$ cat src/rtl/fsb8_target_if.sv
// FSB8 target-side signal bundle: bus pins plus the local req/ack port.
// The slave modport is the target's view; master is the bus/memory side.
interface fsb8_target_if;
   logic        ale_n, cs_n, cmd_n, typ, wr_n;
   logic [7:0]  AD_in, AAH8, AD_out;
   logic        ADdir, rdy_n, irq_n;
   logic [31:0] m_addr;
   logic [7:0]  m_wdata, m_rdata;
   logic        m_we, m_req, m_ack, dev_irq;

   modport slave (
      input  ale_n, cs_n, cmd_n, typ, wr_n, AD_in, AAH8, m_ack, m_rdata, dev_irq,
      output AD_out, ADdir, rdy_n, irq_n, m_addr, m_wdata, m_we, m_req
   );

   modport master (
      output ale_n, cs_n, cmd_n, typ, wr_n, AD_in, AAH8, m_ack, m_rdata, dev_irq,
      input  AD_out, ADdir, rdy_n, irq_n, m_addr, m_wdata, m_we, m_req
   );
endinterface

$ cat src/rtl/fsb8_target.sv
// FSB8 bus target: decodes the two address phases, matches a base/mask window
// and turns each beat into a single-byte req/ack request on the local port.
module fsb8_target #(
   parameter bit          PAE_ENABLE = 1'b1,
   parameter logic [31:0] BASE_ADDR  = 32'h0000_0000,
   parameter logic [31:0] BASE_MASK  = 32'hFFF0_0000
) (
   input logic          clk,
   input logic          rst_n,
   fsb8_target_if.slave bus
);

   typedef enum logic [2:0] {IDLE, ADDR2, DATA, REQ, RDY, WAITEND, ABORT} state_t;

   state_t      state;
   logic [31:0] addr;
   logic        wr_q, typ_q, irq_s;
   logic [1:0]  beat;
   logic [31:0] a_full;
   logic        hit;

   // Full address as it will look once phase 2 is latched; decoded in ADDR2.
   assign a_full = {(PAE_ENABLE ? bus.AAH8 : 8'h00), bus.AD_in, addr[15:0]};
   assign hit    = ((a_full & BASE_MASK) == (BASE_ADDR & BASE_MASK));

   always_ff @(posedge clk or negedge rst_n) begin
      if (!rst_n) begin
         state       <= IDLE;
         addr        <= '0;
         wr_q        <= 1'b1;
         typ_q       <= 1'b0;
         beat        <= '0;
         irq_s       <= 1'b1;
         bus.irq_n   <= 1'b1;
         bus.AD_out  <= '0;
         bus.ADdir   <= 1'b0;
         bus.rdy_n   <= 1'b1;
         bus.m_addr  <= '0;
         bus.m_wdata <= '0;
         bus.m_we    <= 1'b0;
         bus.m_req   <= 1'b0;
      end else begin
         irq_s     <= ~bus.dev_irq;
         bus.irq_n <= irq_s;
         case (state)
            IDLE: begin
               if (!bus.ale_n && !bus.cs_n && bus.cmd_n) begin
                  addr[15:0] <= {bus.AAH8, bus.AD_in};
                  wr_q       <= bus.wr_n;
                  typ_q      <= bus.typ;
                  state      <= ADDR2;
               end
            end
            ADDR2: begin
               if (bus.cs_n) state <= IDLE;
               else if (!bus.ale_n) begin
                  addr[31:16] <= a_full[31:16];
                  beat        <= '0;
                  state       <= hit ? DATA : WAITEND;
               end else state <= WAITEND;
            end
            DATA: begin
               if (bus.cs_n) state <= IDLE;
               else begin
                  if (!wr_q) bus.m_wdata <= bus.AD_in;
                  bus.m_addr <= {addr[31:2], addr[1:0] + beat};
                  bus.m_req  <= 1'b1;
                  bus.m_we   <= ~wr_q;
                  state      <= REQ;
               end
            end
            REQ: begin
               // An ack that coincides with cs_n rising completes the handshake;
               // the data is simply dropped.
               if (bus.m_ack) begin
                  bus.m_req <= 1'b0;
                  bus.m_we  <= 1'b0;
                  if (bus.cs_n) state <= IDLE;
                  else begin
                     if (wr_q) bus.AD_out <= bus.m_rdata;
                     bus.rdy_n <= 1'b0;
                     bus.ADdir <= wr_q;
                     state     <= RDY;
                  end
               end else if (bus.cs_n) state <= ABORT;
            end
            RDY: begin
               bus.rdy_n <= 1'b1;
               bus.ADdir <= 1'b0;
               if (bus.cs_n) state <= IDLE;
               else if (typ_q && beat != 2'd3) begin
                  beat  <= beat + 2'd1;
                  state <= DATA;
               end else state <= WAITEND;
            end
            WAITEND: begin
               bus.ADdir <= 1'b0;
               if (bus.cs_n) state <= IDLE;
            end
            ABORT: begin
               if (bus.m_ack) begin
                  bus.m_req <= 1'b0;
                  bus.m_we  <= 1'b0;
                  state     <= IDLE;
               end
            end
            default: state <= IDLE;
         endcase
      end
   end

endmodule

$ cat src/flat_wrapper.sv
// flat-port wrapper written by rule: the top's interface ports become plain ports
module fsb8_target_flat 
#(
   parameter bit          PAE_ENABLE = 1'b1,
   parameter logic [31:0] BASE_ADDR  = 32'h0000_0000,
   parameter logic [31:0] BASE_MASK  = 32'hFFF0_0000
)
  (clk, rst_n, bus_ale_n, bus_cs_n, bus_cmd_n, bus_typ, bus_wr_n, bus_AD_in, bus_AAH8, bus_m_ack, bus_m_rdata, bus_dev_irq, bus_AD_out, bus_ADdir, bus_rdy_n, bus_irq_n, bus_m_addr, bus_m_wdata, bus_m_we, bus_m_req);
  fsb8_target_if bus_i ();
  input logic clk;
  input logic rst_n;
  input wire logic [$bits(bus_i.ale_n)-1:0] bus_ale_n;
  input wire logic [$bits(bus_i.cs_n)-1:0] bus_cs_n;
  input wire logic [$bits(bus_i.cmd_n)-1:0] bus_cmd_n;
  input wire logic [$bits(bus_i.typ)-1:0] bus_typ;
  input wire logic [$bits(bus_i.wr_n)-1:0] bus_wr_n;
  input wire logic [$bits(bus_i.AD_in)-1:0] bus_AD_in;
  input wire logic [$bits(bus_i.AAH8)-1:0] bus_AAH8;
  input wire logic [$bits(bus_i.m_ack)-1:0] bus_m_ack;
  input wire logic [$bits(bus_i.m_rdata)-1:0] bus_m_rdata;
  input wire logic [$bits(bus_i.dev_irq)-1:0] bus_dev_irq;
  output wire logic [$bits(bus_i.AD_out)-1:0] bus_AD_out;
  output wire logic [$bits(bus_i.ADdir)-1:0] bus_ADdir;
  output wire logic [$bits(bus_i.rdy_n)-1:0] bus_rdy_n;
  output wire logic [$bits(bus_i.irq_n)-1:0] bus_irq_n;
  output wire logic [$bits(bus_i.m_addr)-1:0] bus_m_addr;
  output wire logic [$bits(bus_i.m_wdata)-1:0] bus_m_wdata;
  output wire logic [$bits(bus_i.m_we)-1:0] bus_m_we;
  output wire logic [$bits(bus_i.m_req)-1:0] bus_m_req;
  assign bus_i.ale_n = bus_ale_n;
  assign bus_i.cs_n = bus_cs_n;
  assign bus_i.cmd_n = bus_cmd_n;
  assign bus_i.typ = bus_typ;
  assign bus_i.wr_n = bus_wr_n;
  assign bus_i.AD_in = bus_AD_in;
  assign bus_i.AAH8 = bus_AAH8;
  assign bus_i.m_ack = bus_m_ack;
  assign bus_i.m_rdata = bus_m_rdata;
  assign bus_i.dev_irq = bus_dev_irq;
  assign bus_AD_out = bus_i.AD_out;
  assign bus_ADdir = bus_i.ADdir;
  assign bus_rdy_n = bus_i.rdy_n;
  assign bus_irq_n = bus_i.irq_n;
  assign bus_m_addr = bus_i.m_addr;
  assign bus_m_wdata = bus_i.m_wdata;
  assign bus_m_we = bus_i.m_we;
  assign bus_m_req = bus_i.m_req;
  fsb8_target #(.PAE_ENABLE(PAE_ENABLE), .BASE_ADDR(BASE_ADDR), .BASE_MASK(BASE_MASK)) u_core (.clk(clk), .rst_n(rst_n), .bus(bus_i));
endmodule
$ cat config.mk
export PLATFORM = sky130hd
export DESIGN_NAME = fsb8_target_flat
export DESIGN_NICKNAME = d
export VERILOG_FILES = /design/src/rtl/fsb8_target_if.sv /design/src/rtl/fsb8_target.sv /design/src/flat_wrapper.sv
export SDC_FILE = /design/constraint.sdc
export NUM_CORES = 1
export LEC_CHECK = 0
export ABC_CLOCK_PERIOD_IN_PS = 2250
export BUFFER_PORTS_ARGS = -buffer_cell sky130_fd_sc_hd__buf_2
export CAP_MARGIN = 20
export CORE_MARGIN = 2
export CORE_UTILIZATION = 43
export DETAILED_ROUTE_END_ITERATION = 10
export GPL_TIMING_DRIVEN = 0
export PLACE_DENSITY_LB_ADDON = 0.12
export SYNTH_ARGS = -nofsm -noshare
export SYNTH_HDL_FRONTEND = slang
export SYNTH_SLANG_ARGS = --single-unit
$ cat constraint.sdc
create_clock -name clk -period 2.25 [get_ports clk]
set_input_delay 0.3375 -clock clk [delete_from_list [all_inputs] [get_ports clk]]
set_output_delay 0.3375 -clock clk [all_outputs]
set_load 0.05 [all_outputs]
==> results of run 1 <==
## worst min-delay path by stage
| stage | start | endpoint | cells past startpoint |
|---|---|---|---|
| global placement | u_core.irq_s | u_core.bus.irq_n | 0 |
| finish | bus_dev_irq | u_core.irq_s | 2 |
| CTS | bus_dev_irq | u_core.irq_s | 2 |
| global route | bus_dev_irq | u_core.irq_s | 2 |
| floorplan | rst_n | u_core.addr[0] | 0 |
| detailed placement | rst_n | u_core.addr[14] | 1 |
## critical path: stages (launching register included)
cell     delay [ns]
dfrtp_1        0.47
nor2b_2        0.27
nand2_1        0.13
nor2_4         0.28
buf_6          0.22
mux2_2         0.34
## power breakdown
group          total (uW)  internal, uW  switching (uW)
Combinational        2830           845            1990
Clock                1010           406             606
Sequential           2770          2380             381
Total                6610          3640            2970
## what timing repair did
item,in CTS,in global routing
endpoints found under the hold margin,35,0
hold buffers,1,0
setup buffers,0,0
setup endpoints to repair,0,0
## layer usage
layer	track usage [%]	part of all wire, %	vias up
met5	0	0	-
met4	7.05	2.0	0
met3	4.15	5.4	12
met2	27.1	47	69
met1	25.0	46	1319
li1	-	-	1275
## per-stage QoR
step	cells	worst slack (ns)	utilization, %
floorplan	322	0.718	-
global placement	515	-0.0915	50.6
detailed placement	516	0.389	50.9
CTS	533	0.429	53.1
global route	533	0.300	53.1
finish	533	0.438	53.1
## sequential cells by signal, indices dropped and copies added, names as in the netlist, 2 cells and up
signal              cells
u_core.addr            32
u_core.beat             2
u_core.bus.AD_out       8
u_core.bus.m_addr      32
u_core.bus.m_wdata      8
u_core.state            3
## synth_stat cells, types with 2 or more instances
cell type	number
dfrtp_1	89
mux2_2	49
nand3_1	5
nand3b_1	3
nor4_1	2
a21oi_1	4
nand2_2	2
nor3_1	4
o21a_1	2
nor2_1	2
nand2_1	100
nor2b_1	6
buf_6	3
ha_1	2
mux2_1	2
clkbuf_1	5
dfstp_2	4
buf_2	5
nand2b_1	3
o21ai_0	7
## logic make-up (layout without fill, tap and decap cells)
logic type | Yosys count | after routing | share of synthesized area, %
compound gates | 21 | 21 | 3.55
buf+inv | 15 | 118 | 2.33
xor+xnor | 2 | 2 | 0.460
mux | 51 | 51 | 15.1
fa+ha+maj | 2 | 2 | 0.657
simple gates | 138 | 138 | 16.7
flops | 93 | 93 | 61.2
## final cells by class
type | count | area (um2)
Sequential cell | 93 | 2330
Fill cell | 812 | 4050
Tap cell | 108 | 135
Inverter | 1 | 3.75
Clock inverter | 7 | 48.8
Timing Repair Buffer | 87 | 465
Clock buffer | 9 | 124
Multi-Input combinational cell | 214 | 1390
Buffer | 14 | 85.1
## layout by cell type (no fill, tap or decap), types with 4 or more instances in the layout
cell        n
dfstp_2     4
dfrtp_1    89
buf_2      89
o21ai_0     7
a21oi_1     4
nand2_1   100
nand3_1     5
clkbuf_1    5
nor2b_1     6
clkbuf_8    9
nor3_1      4
mux2_2     49
==> metrics.cfg, run 1 <==
[setup_path]
worstPathRequired_ns = 2.49
r2r_cells = 5
cp-startpoint = u_core.state[2]
r2r_end = u_core.addr[27]
reg2reg_setup_slack_ns = 0.44
critical_path_arrival_ns = 2.05
crit_fanout = 10
crit_end = u_core.addr[27]
crit_type = flip-flop to flip-flop
critPathLaunchType = flip-flop
crit_path_end_kind = flip-flop
r2r_start = u_core.state[2]

[synth]
syn-num-nets = 357
netlist_area_um2 = 3810
ys_seq_elements = 93
synth_cells = 322
ys_types = 43
synthDominantCellAreaShare_pct = 58.5
seq_area_frac_synth_pct = 61.2
yosys.area.top_type = dfrtp_1
synth_flop_cell = dfrtp_1
yosys_warnings = 0
ys_async_sr_fraction_pct = 100
syn_area_per_cell_um2 = 11.8
synth_edf_count = 0
synthTopCellsByArea = dfrtp_1 (58%), mux2_2 (14%), nand2_1 (9.9%)

[clock_network]
cts_tree = yes
cts_htree_levels = 3
clk_path_buf_depth = 2
cts_root_buf = clkbuf_8
path_clk_slew_ns = 0.09
clock-sinks = 93
insertion_delay_ns = 0.36
cts_resized = 0
numCtsBuffers = 9

[detailed_routing]
drt_wl_total_um = 7900
dr.pass1.iters = 4
post-route-drc-count = 0
dr_total_vias = 2675
post_drt_wl_per_cell_um = 14.8
initialDrtViolationCount = 87
via_per_inst = 5.02
antenna_left = 0

[global_route]
antenna_found_initial = 0
grt_usage_pct = 17.8
first_global_vias = 2743
grt-ovfl-total = 0
grt_pass1_wl_um = 13500
grt_max_degree = 57

[cells_and_area]
fin_nets = 455
antennaDiodeCount = 0
area_growth_pct = 20.3
layout-drive-gt1-share_pct = 40.5
fin_area_um2 = 4580

[sta]
period_share_pct = 80.5
rsz0062_at_grt = no
setup_tns_ns = 0
max_freq_ghz = 0.552
hold_viol = 0
final-setup-viol-count = 0
slew_viol_final = 0
finalClockSkew_ns = 0.0126
worst_pin_slew_ns = 0.520
min_period_ns = 1.81
hold_ws_ns = 0.0785
slew_headroom_pct = 65.3

[floorplanning]
core_um2 = 8640
die_x_um = 98.1
fp-row-count = 34
initial_core_util_pct = 44.1
pin_count = 86
die_y_um = 98.1
die_area_um2 = 9630

[place]
placed_cell_area_um2 = 4400
gp_congestion = 0.811
io_buffers = 85
place_hpwl_um = 5580

[power]
power_uw = 6610
vdd_drop_max_v = 0.000690
leakagePower_uw = 0.00242
powerDensity_nw_per_um2 = 1440

[job]
maxCapViolCount = 0

[run_status]
status = complete, no violations

[hold_path]
hold_class = primary input to flip-flop

Note: power is estimated with default switching activity, not from simulation.
==> run 2: changes to the inputs <==
Settings changed: ABC_CLOCK_PERIOD_IN_PS 2250 to 1500.
Clock period 2.25 ns to 1.5 ns, I/O delays scaled along.
==> run 2 against run 1 <==
  * The flow now finishes with violations (setup timing)
  * Critical path depth is 1 lower
  * Wire length up 8.3%
  * Register-to-register slack worse by 0.46 ns
  * Sequential cell count stayed put
  * Setup slack worse by 0.46 ns
==> metrics.cfg, run 2 (synthesis results as in run 1) <==
[global_route]
grt_usage_pct = 18.5  ; +0.70 points
grt_pass1_wl_um = 14000  ; +3.3%
first_global_vias = 2728  ; -0.55%
grt_max_degree = 54  ; -5.3%
grt-ovfl-total = 0  ; unchanged
antenna_found_initial = 0  ; unchanged

[floorplanning]
initial_core_util_pct = 44.1  ; unchanged
core_um2 = 8640  ; unchanged
die_x_um = 98.1  ; unchanged
die_area_um2 = 9630  ; unchanged
die_y_um = 98.1  ; unchanged
pin_count = 86  ; unchanged
fp-row-count = 34  ; unchanged

[detailed_routing]
dr_total_vias = 2737  ; +2.3%
post-route-drc-count = 0  ; unchanged
via_per_inst = 5.00  ; -0.30%
dr.pass1.iters = 4  ; unchanged
antenna_left = 0  ; unchanged
initialDrtViolationCount = 55  ; -37%
post_drt_wl_per_cell_um = 15.6  ; +5.5%
drt_wl_total_um = 8560  ; +8.3%

[cells_and_area]
fin_area_um2 = 4960  ; +8.3%
finalCoreUtilization_pct = 57.5  ; +4.4 points
area_growth_pct = 30.3
reg_top3 = u_core.addr: 32 flops, u_core.bus.m_addr: 32 flops
fin_nets = 469  ; +3.1%
layout-drive-gt1-share_pct = 45.1  ; +4.6 points
antennaDiodeCount = 0  ; unchanged
final_cell_mix = nand2_1 (99), buf_2 (87), dfrtp_1 (87), mux2_4 (26), mux2_2 (23)
fill_cells = 777  ; -4.3%
final_common_cell = nand2_1

[setup_path]
worstPathCellList = nor3_4, nand2_4, nor2_4, mux2_4
critical_path_arrival_ns = 1.77  ; -0.28 ns
slowest_stage = dfrtp_2
crit_type = flip-flop to flip-flop
crit_fanout = 8  ; -2
critPathLaunchType = flip-flop
crit_path_end_kind = flip-flop
cpPeakStageDelay_ns = 0.46  ; about the same
worstPathRequired_ns = 1.75  ; -0.74 ns

[place]
place_hpwl_um = 5600  ; +0.23%
dp_slack_ns = -0.331  ; -0.720 ns
io_buffers = 85  ; unchanged
gp_congestion = 0.804  ; -0.83%
placed_cell_area_um2 = 4400  ; +0.11%

[clock_network]
numCtsBuffers = 9  ; unchanged
cts_htree_levels = 3  ; unchanged
cts_root_buf = clkbuf_8
cts_tree = yes
clk_path_buf_depth = 2  ; unchanged
clock-sinks = 93  ; unchanged
path_clk_slew_ns = 0.09  ; about the same
insertion_delay_ns = 0.36  ; about the same

[power]
leakagePower_uw = 0.00261  ; +7.7%
combPwrFrac_pct = 44.3  ; +1.5 points
pwr-share-clk_pct = 16.4  ; +1.1 points
vdd_drop_max_v = 0.00129  ; +87%
power_uw = 10600  ; +61%
seqPwrFrac_pct = 39.2  ; -2.7 points
powerDensity_nw_per_um2 = 2140  ; +49%
p_sw_share_pct = 43.2  ; -1.8 points
switchingPower_uw = 4600  ; +55%
internal_power_uw = 6040  ; +66%

[sta]
hold_viol = 0  ; unchanged
min_period_ns = 1.52  ; -0.290 ns
worst_pin_slew_ns = 0.535  ; +0.0146 ns
rsz0062_at_grt = yes
setup_ws_ns = -0.0220  ; -0.460 ns
period_share_pct = 101  ; +21 points
slew_viol_final = 0  ; unchanged
slew_headroom_pct = 64.3  ; -0.98 points
final-setup-viol-count = 11  ; +11
finalClockSkew_ns = 0.00861  ; -0.00401 ns
max_freq_ghz = 0.657  ; +19%

[hold_path]
hold_class = primary input to flip-flop

[job]
maxCapViolCount = 0  ; unchanged

[run_status]
failed_checks = setup timing
status = complete, but fails checks

## run 2: through the flow
stage / TNS (ns) / cells / hold slack, ns
after floorplan: -0.168 / 322 / -0.0706
after global placement: -76.49 / 515 / 0.335
after detailed placement: -12.44 / 516 / 0.246
after CTS: -0.115 / 544 / 0.0765
after global routing: -1.82 / 547 / 0.0850
final: -0.131 / 547 / 0.0941
## run 2: cell type report
cell class	instances	area [um2]	area share, %
flip-flops and latches	93	2330	47.0
multi-input cells	215	1570	31.7
repair buffers	100	594	12.0
clock buffers	12	155	3.13
well taps	108	135	2.72
plain buffers	14	111	2.24
clock inverters	4	55.1	1.11
inverters	1	3.75	0.0756
## run 2: critical path, delay by kind of cell (launching register included)
kind,cells,cell delay (ns)
AND/OR/NAND/NOR,3,0.63
multiplexers,1,0.33
flip-flops,1,0.46
## run 2: what timing repair did
action / in CTS / in global routing
hold buffers: 2 / 0
resized for setup: 19 / 39
endpoints found under the setup margin: 84 / 69
buffers inserted: 9 / 2
pin swaps: 5 / 4
hold endpoints to repair: 39 / 0
cloned: 1 / 1
## run 2: per-layer routing
| metal | vias to the layer above | global-route usage, % | share of wire, % |
|---|---|---|---|
| met4 | 0 | 5.98 | 0.82 |
| met2 | 56 | 29.6 | 49 |
| li1 | 1303 | - | - |
| met5 | - | 0 | 0 |
| met1 | 1370 | 25.1 | 45 |
| met3 | 8 | 4.51 | 5.0 |
## run 2: power groups by stage
| stage | Sequential [uW] | Clock [uW] | Combinational [uW] |
|---|---|---|---|
| 6_report | 4180 | 1750 | 4710 |
| 5_1_grt | 4330 | 1920 | 5050 |
| 4_1_cts | 4160 | 1800 | 4530 |
| 3_5_place_dp | 4200 | 0 | 4290 |
| 3_3_place_gp | 4170 | 0 | 4230 |
| 2_1_floorplan | 6080 | 0 | 1340 |
## run 2: path summary, 6_finish.rpt
| check | start | end | slack, ns | depth (start not counted) |
|---|---|---|---|---|
| worst min register to register | u_core.irq_s | u_core.bus.irq_n | 0.36 | 0 |
| worst max register to register | u_core.state[0] | u_core.bus.m_wdata[4] | -0.02 | 4 |
| worst min-delay path | bus_m_rdata[5] | u_core.bus.AD_out[5] | 0.09 | 2 |
| worst max-delay path | u_core.state[0] | u_core.bus.m_wdata[4] | -0.02 | 4 |
| min in group asynchronous | rst_n | u_core.addr[28] | 0.38 | 2 |
| max in group asynchronous | rst_n | u_core.bus.rdy_n | 0.42 | 3 |
==> run 3: changes to the inputs <==
Settings changed: ABC_AREA from default to 1, CAP_MARGIN 20 to 40, GPL_ROUTABILITY_DRIVEN from default to 0.
==> run 3 against run 2 <==
  * The flow now finishes without violations
  * Synthesized cell count is 33% higher
  * Synthesized area grew 2.1%
  * Clock power is 2% lower
  * Die area increased by 2.0%
  * Via count rose by 9.8%
  * Cell count up 17%
  * Sequential power decreased by 2%
  * Total power is 5.6% lower
  * Core utilization decreased by 3.4 points
  * Critical path depth up 3
==> metrics.cfg, run 3 <==
[cells_and_area]
final_cell_mix = nand2_1 (187), buf_2 (87), dfrtp_1 (87), inv_1 (29), o21ai_2 (26)
antennaDiodeCount = 0  ; unchanged
finalCoreUtilization_pct = 54.1  ; -3.4 points
reg_top3 = u_core.addr: 32 flops, u_core.bus.m_addr: 32 flops
fin_nets = 562  ; +20%
final_common_cell = nand2_1
fill_cells = 845  ; +8.8%
layout-drive-gt1-share_pct = 29.9  ; -15 points
area_growth_pct = 21.8

[synth]
syn_area_per_cell_um2 = 9.09  ; -23%
synthTopCellsByArea = dfrtp_1 (57%), nand2_1 (18%), o21ai_2 (5.6%)
ys_async_sr_fraction_pct = 100  ; unchanged
synth_edf_count = 0  ; unchanged
syn-num-nets = 463  ; +30%
ys_seq_elements = 93  ; unchanged
seq_area_frac_synth_pct = 60.0  ; -1.3 points
post-synth-top-count-cell = nand2_1
synthTopCellsByCount = nand2_1 (188), dfrtp_1 (89), inv_1 (30), o21ai_2 (25), o21ai_0 (21)
synth_cells = 428  ; +33%
yosys.area.top_type = dfrtp_1
ys_types = 25  ; -42%
yosys_warnings = 0  ; unchanged
synth_flop_cell = dfrtp_1
netlist_area_um2 = 3890  ; +2.1%
synthDominantCellAreaShare_pct = 57.3  ; -1.2 points

[floorplanning]
fp-row-count = 34  ; unchanged
die_area_um2 = 9820  ; +2.0%
die_y_um = 99.1  ; +1.0%
initial_core_util_pct = 44.4  ; +0.29 points
core_um2 = 8760  ; +1.5%
die_x_um = 99.1  ; +1.0%
pin_count = 86  ; unchanged

[clock_network]
insertion_delay_ns = 0.35  ; about the same
cts_htree_levels = 3  ; unchanged
cts_root_buf = clkbuf_8
cts_tree = yes
clk_path_buf_depth = 2  ; unchanged
path_clk_slew_ns = 0.09  ; about the same
numCtsBuffers = 9  ; unchanged
clock-sinks = 93  ; unchanged

[setup_path]
r2r_end = u_core.addr[13]
crit_path_end_kind = flip-flop
cpPeakStageDelay_ns = 0.46  ; about the same
cp-startpoint = u_core.state[1]
r2r_cells = 7  ; +3
critPathBufInv = 2  ; +2
crit_type = flip-flop to flip-flop
worstPathCellList = nor2_2, nand2_1, or2_1, buf_6, buf_6, nand2_1, o21ai_2
r2r_start = u_core.state[1]
worstSetupPathDepth = 7  ; +3
reg2reg_setup_slack_ns = 0.03  ; +0.05 ns
slowest_stage = dfrtp_2
worstPathRequired_ns = 1.74  ; about the same
critPathLaunchType = flip-flop
crit_end = u_core.addr[13]
critical_path_arrival_ns = 1.72  ; -0.05 ns
crit_family = simple AND/OR/NAND/NOR gates
crit_fanout = 10  ; +2

[sta]
final-setup-viol-count = 0  ; -11
rsz0062_at_grt = yes
slew_headroom_pct = 71.9  ; +7.6 points
slew_viol_final = 0  ; unchanged
setup_ws_ns = 0.0279  ; +0.0499 ns
finalClockSkew_ns = 0.00620  ; -0.00241 ns
max_freq_ghz = 0.679  ; +3.4%
period_share_pct = 98.1  ; -3.3 points
hold_ws_ns = 0.0728  ; -0.0213 ns
hold_viol = 0  ; unchanged
worst_pin_slew_ns = 0.421  ; -0.114 ns
setup_tns_ns = 0  ; +0.131 ns
min_period_ns = 1.47  ; -0.0499 ns

[detailed_routing]
dr_total_vias = 3005  ; +9.8%
dr.pass1.iters = 4  ; unchanged
initialDrtViolationCount = 154  ; +180%
post_drt_wl_per_cell_um = 14.0  ; -10%
post-route-drc-count = 0  ; unchanged
via_per_inst = 4.70  ; -6.2%
drt_wl_total_um = 8980  ; +5.0%
antenna_left = 0  ; unchanged

[power]
switchingPower_uw = 4570  ; -0.52%
vdd_drop_max_v = 0.00107  ; -17%
powerDensity_nw_per_um2 = 2120  ; -1.1%
leakagePower_uw = 0.00270  ; +3.6%
pwr-share-clk_pct = 17.0  ; +0.6 points
p_sw_share_pct = 45.5  ; +2.3 points
seqPwrFrac_pct = 40.7  ; +1.5 points
combPwrFrac_pct = 42.3  ; -2.0 points
power_uw = 10000  ; -5.6%
internal_power_uw = 5470  ; -9.4%

[global_route]
first_global_vias = 2927  ; +7.3%
grt_max_degree = 67  ; +24%
top_usage_layer = met2
grt_usage_pct = 19.1  ; +0.59 points
grt-ovfl-total = 0  ; unchanged
grt_use_met1_pct = 26.3  ; +1.2 points
met2_usage_pct = 30.6  ; +1.0 points
antenna_found_initial = 0  ; unchanged
grt_pass1_wl_um = 14600  ; +4.3%
use_met3_pct = 3.87  ; -0.64 points

[place]
io_buffers = 85  ; unchanged
dp_slack_ns = -0.136  ; +0.195 ns
place_hpwl_um = 6350  ; +14%

[run_status]
status = complete, no violations

[job]
maxCapViolCount = 0  ; unchanged

[hold_path]
hold_class = primary input to flip-flop

==> run 3: cell count changes in the layout (fill, tap and decap cells not counted), sizes merged, moves of 5 or more <==
cell    change
inv        +29
mux2       -51
nand3      +12
nor3        -5
nand2      +87
clkbuf      -6
o21ai      +41
nor2       +14
nor2b       -7
==> run 3: repair_timing <==
item | in CTS | in global routing
setup endpoints to repair | 44 | 83
hold buffers | 2 | 0
gates resized for setup | 11 | 8
buffers inserted | 0 | 1
hold endpoints to repair | 27 | 0
==> run 3: power by group through the flow <==
stage | Clock, uW | Combinational, uW | Sequential [uW]
2_1_floorplan | 0 | 1410 | 5880
3_3_place_gp | 0 | 4170 | 4090
3_5_place_dp | 0 | 4230 | 4130
4_1_cts | 1740 | 4260 | 4090
5_1_grt | 1870 | 4620 | 4220
6_report | 1710 | 4250 | 4090
==> run 3: cell families after synthesis <==
group	Yosys count	share of synthesized area, %
and+or+nand+nor	230	23.4
adders and majority gates	2	0.643
buffers and inverters	49	6.30
DFF	93	60.0
AOI/OAI and AO/OA	52	9.26
xor gates and xnor gates	2	0.450
==> run 3: per-stage QoR <==
stage          std cells  area, um2
6_report             640       4740
5_1_grt              640       4740
4_1_cts              640       4720
3_5_place_dp         622       4480
3_3_place_gp         621       4450
2_1_floorplan        428       3890
==> run 3: how the worst min path moves through the flow <==
stage / start / endpoint / cells after the start / slack, ns
2_1_floorplan: rst_n / u_core.addr[0] / 0 / -0.07
3_3_place_gp: bus_dev_irq / u_core.irq_s / 2 / 0.34
3_5_place_dp: rst_n / u_core.bus.m_addr[28] / 1 / 0.18
4_1_cts: bus_wr_n / u_core.wr_q / 3 / 0.06
5_1_grt: bus_wr_n / u_core.wr_q / 3 / 0.07
6_report: bus_wr_n / u_core.wr_q / 3 / 0.07
==> run 3: cell type report <==
type | count | area (um2) | share of cell area (%)
Buffer | 17 | 143 | 3.01
Clock buffer | 11 | 141 | 2.98
Clock inverter | 5 | 58.8 | 1.24
Inverter | 31 | 120 | 2.53
Multi-Input combinational cell | 286 | 1320 | 27.9
Sequential cell | 93 | 2330 | 49.3
Tap cell | 108 | 135 | 2.85
Timing Repair Buffer | 89 | 483 | 10.2
==> run 3: routing by layer <==
layer,routed length (um),part of all wire [%],vias to the layer above
met5,0,0,-
li1,-,-,1524
met3,438,4.9,10
met2,4170,46,71
met1,4270,48,1400
met4,104,1.2,0
==> run 3: worst min-delay path: stages <==
cell and delay, ns:
buf_2 0.10, inv_1 0.05, o21ai_2 0.05
